## src/rtl/icache_dm.sv

```systemverilog
// Direct-mapped, one-word-per-line instruction cache with a miss FSM that
// waits out a fixed memory latency, plus full invalidate and hit/miss counters.
module icache_dm #(
  parameter int ADDR_W  = 32,
  parameter int DATA_W  = 32,
  parameter int NSETS   = 64,
  parameter int MEM_LAT = 2,
  parameter int CNT_W   = 32
) (
  input  logic              clk,
  input  logic              rst,
  input  logic              cpu_req,
  input  logic [ADDR_W-1:0] cpu_addr,
  output logic [DATA_W-1:0] cpu_inst,
  output logic              icache_stall,
  input  logic              invalidate,
  output logic              mem_req,
  output logic [ADDR_W-1:0] mem_addr,
  input  logic [DATA_W-1:0] mem_data,
  output logic [CNT_W-1:0]  hit_cnt,
  output logic [CNT_W-1:0]  miss_cnt
);

  localparam int IDX_W = $clog2(NSETS);
  localparam int TAG_W = ADDR_W - IDX_W - 2;
  localparam int LAT_W = $clog2(MEM_LAT + 1);

  localparam logic [1:0] S_IDLE = 2'd0;
  localparam logic [1:0] S_WAIT = 2'd1;
  localparam logic [1:0] S_FILL = 2'd2;

  logic [1:0]        state_q, state_d;
  logic [LAT_W-1:0]  cnt_q, cnt_d;
  logic [NSETS-1:0]  valid_q, valid_d;
  logic [DATA_W-1:0] data_q [NSETS];
  logic [TAG_W-1:0]  tag_q [NSETS];
  logic [IDX_W-1:0]  miss_idx_q, miss_idx_d;
  logic [TAG_W-1:0]  miss_tag_q, miss_tag_d;
  logic              fill_valid_q, fill_valid_d;
  logic              mem_req_q, mem_req_d;
  logic [ADDR_W-1:0] mem_addr_q, mem_addr_d;
  logic [DATA_W-1:0] last_inst_q, last_inst_d;
  logic [CNT_W-1:0]  hit_cnt_q, hit_cnt_d;
  logic [CNT_W-1:0]  miss_cnt_q, miss_cnt_d;

  logic [IDX_W-1:0]  req_idx;
  logic [TAG_W-1:0]  req_tag;
  logic              hit;
  logic              unused_addr_bits;

  assign req_idx          = cpu_addr[IDX_W+1:2];
  assign req_tag          = cpu_addr[ADDR_W-1:IDX_W+2];
  assign unused_addr_bits = ^cpu_addr[1:0];

  // A same-cycle invalidate forces a miss so no stale line can be returned.
  assign hit = cpu_req && (state_q == S_IDLE) && !invalidate &&
               valid_q[req_idx] && (tag_q[req_idx] == req_tag);

  assign icache_stall = cpu_req && !hit;
  assign cpu_inst     = hit ? data_q[req_idx] : last_inst_q;
  assign mem_req      = mem_req_q;
  assign mem_addr     = mem_addr_q;
  assign hit_cnt      = hit_cnt_q;
  assign miss_cnt     = miss_cnt_q;

  always_comb begin
    state_d      = state_q;
    cnt_d        = cnt_q;
    valid_d      = valid_q;
    miss_idx_d   = miss_idx_q;
    miss_tag_d   = miss_tag_q;
    fill_valid_d = fill_valid_q;
    mem_req_d    = 1'b0;
    mem_addr_d   = mem_addr_q;
    last_inst_d  = last_inst_q;
    hit_cnt_d    = hit_cnt_q;
    miss_cnt_d   = miss_cnt_q;

    if (hit) begin
      last_inst_d = data_q[req_idx];
      if (hit_cnt_q != '1) hit_cnt_d = hit_cnt_q + CNT_W'(1);
    end

    case (state_q)
      S_IDLE: begin
        if (cpu_req && !hit) begin
          mem_req_d    = 1'b1;
          mem_addr_d   = {cpu_addr[ADDR_W-1:2], 2'b00};
          miss_idx_d   = req_idx;
          miss_tag_d   = req_tag;
          fill_valid_d = 1'b1;
          cnt_d        = LAT_W'(MEM_LAT);
          state_d      = S_WAIT;
          if (miss_cnt_q != '1) miss_cnt_d = miss_cnt_q + CNT_W'(1);
        end
      end
      S_WAIT: begin
        cnt_d = cnt_q - LAT_W'(1);
        if (cnt_q == LAT_W'(1)) state_d = S_FILL;
        if (invalidate) fill_valid_d = 1'b0;
      end
      S_FILL: begin
        state_d = S_IDLE;
        valid_d[miss_idx_q] = fill_valid_q;
      end
      default: state_d = S_IDLE;
    endcase

    // Invalidate overrides any fill landing in the same cycle.
    if (invalidate) valid_d = '0;
  end

  always_ff @(posedge clk or posedge rst) begin
    if (rst) begin
      state_q      <= S_IDLE;
      cnt_q        <= '0;
      valid_q      <= '0;
      miss_idx_q   <= '0;
      miss_tag_q   <= '0;
      fill_valid_q <= 1'b0;
      mem_req_q    <= 1'b0;
      mem_addr_q   <= '0;
      last_inst_q  <= '0;
      hit_cnt_q    <= '0;
      miss_cnt_q   <= '0;
    end else begin
      state_q      <= state_d;
      cnt_q        <= cnt_d;
      valid_q      <= valid_d;
      miss_idx_q   <= miss_idx_d;
      miss_tag_q   <= miss_tag_d;
      fill_valid_q <= fill_valid_d;
      mem_req_q    <= mem_req_d;
      mem_addr_q   <= mem_addr_d;
      last_inst_q  <= last_inst_d;
      hit_cnt_q    <= hit_cnt_d;
      miss_cnt_q   <= miss_cnt_d;
    end
  end

  // Data and tag arrays carry no reset; the valid bits alone qualify them.
  always_ff @(posedge clk) begin
    if (state_q == S_FILL) begin
      data_q[miss_idx_q] <= mem_data;
      tag_q[miss_idx_q]  <= miss_tag_q;
    end
  end

endmodule
```

## config.mk

```make
export PLATFORM = sky130hd
export DESIGN_NAME = icache_dm
export DESIGN_NICKNAME = d
export VERILOG_FILES = /design/src/rtl/icache_dm.sv
export SDC_FILE = /design/constraint.sdc
export NUM_CORES = 2
export LEC_CHECK = 0
export CAP_MARGIN = 20
export CELL_PAD_IN_SITES_DETAIL_PLACEMENT = 0
export CELL_PAD_IN_SITES_GLOBAL_PLACEMENT = 1
export CORE_ASPECT_RATIO = 1.4
export CORE_MARGIN = 8
export CORE_UTILIZATION = 50
export DETAILED_ROUTE_END_ITERATION = 6
export GPL_ROUTABILITY_DRIVEN = 0
export GPL_TIMING_DRIVEN = 0
export PLACE_DENSITY_LB_ADDON = 0.1
export SYNTH_ARGS = -nofsm -noshare
export SYNTH_HDL_FRONTEND = slang
export SYNTH_SLANG_ARGS = --single-unit
```

## constraint.sdc

```tcl
create_clock -name clk -period 6.1 [get_ports clk]
set_input_delay 1.22 -clock clk [delete_from_list [all_inputs] [get_ports clk]]
set_output_delay 1.22 -clock clk [all_outputs]
set_load 0.01 [all_outputs]
```

==> flow_summary.ini <==
[synth]
synth_top_cells_by_area = edfxtp_1 (74%), mux4_2 (14%), dfrtp_1 (3.4%)
postSynth.asyncResetShare = 0.0519
ys_warn_count = 0
synth_top_family_by_area = multiplexers
muxShareOfSynthArea = 0.171
synth_xor_area_frac = 0.00461
synth_edf_count = 3584
synth_top_area_cell = edfxtp_1
yosysSeqAreaShare = 0.769
synth-compound-area-share = 0.0208
synth-seq-cells = 3780
synth-main-ff-cell = edfxtp_1
synthCells = 6728
syn_area_per_cell_um2 = 21.8
yosysTopAreaCellShare = 0.735
syn_area_um2 = 146000
ys_types = 82
synthSimpleGateAreaFrac = 0.0219
synth_fa_ha_area_frac = 0.000256

[cts]
path_clk_slew_ps = 60
cts_tree = done
cts_inserted_buffers = 364
cts.sinks = 3780
clock_path_buffers = 4
worstSkewPairLatency_ps = 940
root_buffer = clkbuf_16
cts_max_level = 5

[sta]
worstMarginPinSlew_ps = 1100
timing.fmax_ghz = 0.142
clock_skew_ps = 53.8
hold_violations = 0
period_needed_ps = 7040
slew_violations = 0
setup_tns_ps = -28460
fin_crit_sh = 1.15
setup_viol = 33
fin_ws_ps = -944
rsz0062_at_grt = yes
relSlewSlack = 0.265

[critical_path]
cp_max_fo = 8
cp-end-kind = output pin
cp_cell_sequence = buf_6 -> buf_12 -> buf_2 -> and3_1 -> nand2_1 -> and3_1 -> a22oi_1 -> nor4_1 -> nor4_4 -> nand4_1 -> or4_4 -> buf_12 -> buf_12 -> clkbuf_16 -> o21ai_4 -> buf_6
crit_family = simple AND/OR/NAND/NOR gates
critPathLaunch = cpu_addr[5]
critPathBufInv = 7
cp_data_required_time_ps = 4880
critPathMaxStageDelay_ps = 730
r2r-start = tag_q[10][22]$_DFFE_PP_
worstSetupStartpointType = input port
cp.arrival_ps = 5820
cp_common_cell = buf_12
cp_slowest_cell = and3_1
worst-setup-path-type = input port to output pin

[global_route]
met2_usage = 0.533
grt_use_met1 = 0.388
grt_max_degree = 67
groute.usage.overall = 0.318
grt_pass1_vias = 78484
grt_pass1_wl_um = 673000
grt_use_met3 = 0.0554
overflow = 0
busiest_layer = met2
antenna_found_initial = 14

[route]
drcViolationCount = 3
routedWlPerCell_um = 42.1
viasPerCell = 6.60
drt_wl_total_um = 503000
vias = 78800
drt_first_iter_violations = 11410
route.antenna.remaining_nets = 0
firstDrtPassIters = 7

[floorplan]
io_pins = 198
die_y_um = 656
core_um2 = 292000
dieArea_um2 = 311000
fp.dieW_um = 473
num_rows = 235
start_util = 0.501

[outcome]
outcome = finished with violations
violations = DRC, setup timing

[job]
cap_violations = 0

[final_layout]
nets = 7788
drive_gt1_frac = 0.312
syn_to_final_growth_pct = 20.0
stdcell_count = 11934

[pwr]
powerDensity_nw_per_um2 = 337
ir_drop_mv = 0.572
power.total_mw = 59.3
leakage_nw = 57.6

[min_path]
hold_path_class = register to register
min_from = last_inst_q[20]$_DFF_PP0_

[place]
port_buffers = 191
preCtsSetupSlack_ps = -4610
numPlacedInstances = 11164
dpl.hpwl_um = 343000
==> cell type report <==
class,instances,area [um^2]
Clock buffer,452,9670
Fill cell,20668,116000
Timing Repair Buffer,622,9640
Multi-Input combinational cell,2563,33100
Buffer,372,3700
Clock inverter,207,2080
Tap cell,3910,4890
Sequential cell,3780,113000
Inverter,14,65.1
Antenna cell,14,35.0
==> Yosys cell counts (7+ instances only) <==
cell and instances:
nand2_1 177, o21ai_0 88, xnor2_1 40, buf_6 18, or3_1 7, a21oi_1 110, nor2b_1 28, nand3b_1 13
a221oi_1 14, buf_1 48, nor2_1 125, mux4_2 886, nor3b_1 12, inv_1 10, dfrtp_1 196, and2_1 13
nand4_1 30, xor2_1 37, and3_1 35, nor3_1 37, nand2b_1 13, mux2i_1 393, nor4_1 9, a211oi_1 7
buf_2 94, o22ai_1 25, buf_4 48, nand3_1 115, a22oi_1 146, o31ai_1 10, clkbuf_1 162, edfxtp_1 3584
a22o_1 10, mux2_4 25, mux2_2 60
==> final timing paths <==
check	endpoint	slack, ps	cells after the start
worst max register to register	miss_tag_q[2]$_DFFE_PP0P_	1070	15
worst min-delay path	last_inst_q[20]$_DFF_PP0_	470	2
min in group asynchronous	last_inst_q[14]$_DFF_PP0_	720	2
worst min register to register	last_inst_q[20]$_DFF_PP0_	470	2
max in group asynchronous	miss_tag_q[2]$_DFFE_PP0P_	4170	5
worst max-delay path	cpu_inst[6]	-940	16
==> what timing repair did <==
item                       in CTS  in global routing
cloned                          4                  2
buffers inserted               59                 26
resized for setup             838                 89
setup endpoints to repair     164                 33
pin swaps                      24                 14
hold buffers                    0                  0
==> worst register-to-register path: stages (launching register included) <==
cell and delay [ps]:
edfxtp_1 370, mux4_2 510, mux2i_4 240, o22ai_4 120, or4_4 440, a2111o_2 620
a2111oi_4 410, buf_6 210, o2111ai_4 130, or4_4 460, buf_12 210, buf_12 180
nor2b_4 120, buf_6 200, buf_6 260, mux2_4 380
==> where the power goes <==
| group | total [mW] | switching, mW | leakage (nW) | internal [mW] |
|---|---|---|---|---|
| clock network | 22.8 | 9.85 | 5.72 | 12.9 |
| registers | 31.0 | 0.771 | 34.8 | 30.2 |
| logic | 5.48 | 3.55 | 17.1 | 1.93 |
==> per-layer routing <==
layer | up-vias | share of wire
li1 | 30225 | -
met1 | 42432 | 0.34
met2 | 4805 | 0.50
met3 | 1332 | 0.085
met4 | 6 | 0.076
met5 | - | 0.000070
==> cell usage in the layout (no fill, tap or decap), drive strengths merged, types with 29 or more instances in the layout <==
cell type	netlist	layout
xnor2	40	40
nor2	125	125
mux2	91	91
clkinv	1	142
xor2	37	37
bufinv	0	39
edfxtp	3584	3584
nand2	178	178
clkbuf	164	620
buf	208	697
mux4	886	886
nand4	30	30
a22oi	146	146
dfrtp	196	196
and3	35	35
a21oi	110	110
o21ai	91	91
nor3	37	37
clkdlybuf4s50	0	122
nor2b	29	29
mux2i	393	393
nand3	115	115
==> through the flow <==
step / instance area, um^2 / util / hold WS (ps)
final: 176000 / 0.602 / 467
after global routing: 176000 / 0.602 / 493
after CTS: 175000 / 0.599 / 466
after detailed placement: 161000 / 0.550 / 481
after global placement: 153000 / 0.525 / 478
after floorplan: 146000 / - / 509
==> flip-flops by register name, summed over array words and instances, names as in the netlist <==
name and cells:
mem_addr 1, last_inst_q 32, valid_q 64, cnt_q 2, miss_cnt 32, state_q 2
tag_q 1536, data_q 2048, miss_idx_q 5, miss_tag_q 24, mem_req 1, hit_cnt 32
fill_valid_q 1
==> cell families (layout without fill, tap and decap cells) <==
group | count (synthesis) | count (layout)
muxes | 1370 | 1370
xor gates and xnor gates | 77 | 77
buffers and inverters | 386 | 1667
other | 1 | 16
and+or+nand+nor | 647 | 647
adders and majority gates | 3 | 3
AOI/OAI and AO/OA | 464 | 464
DFF | 3780 | 3780
(Power assumes the default switching activity.)
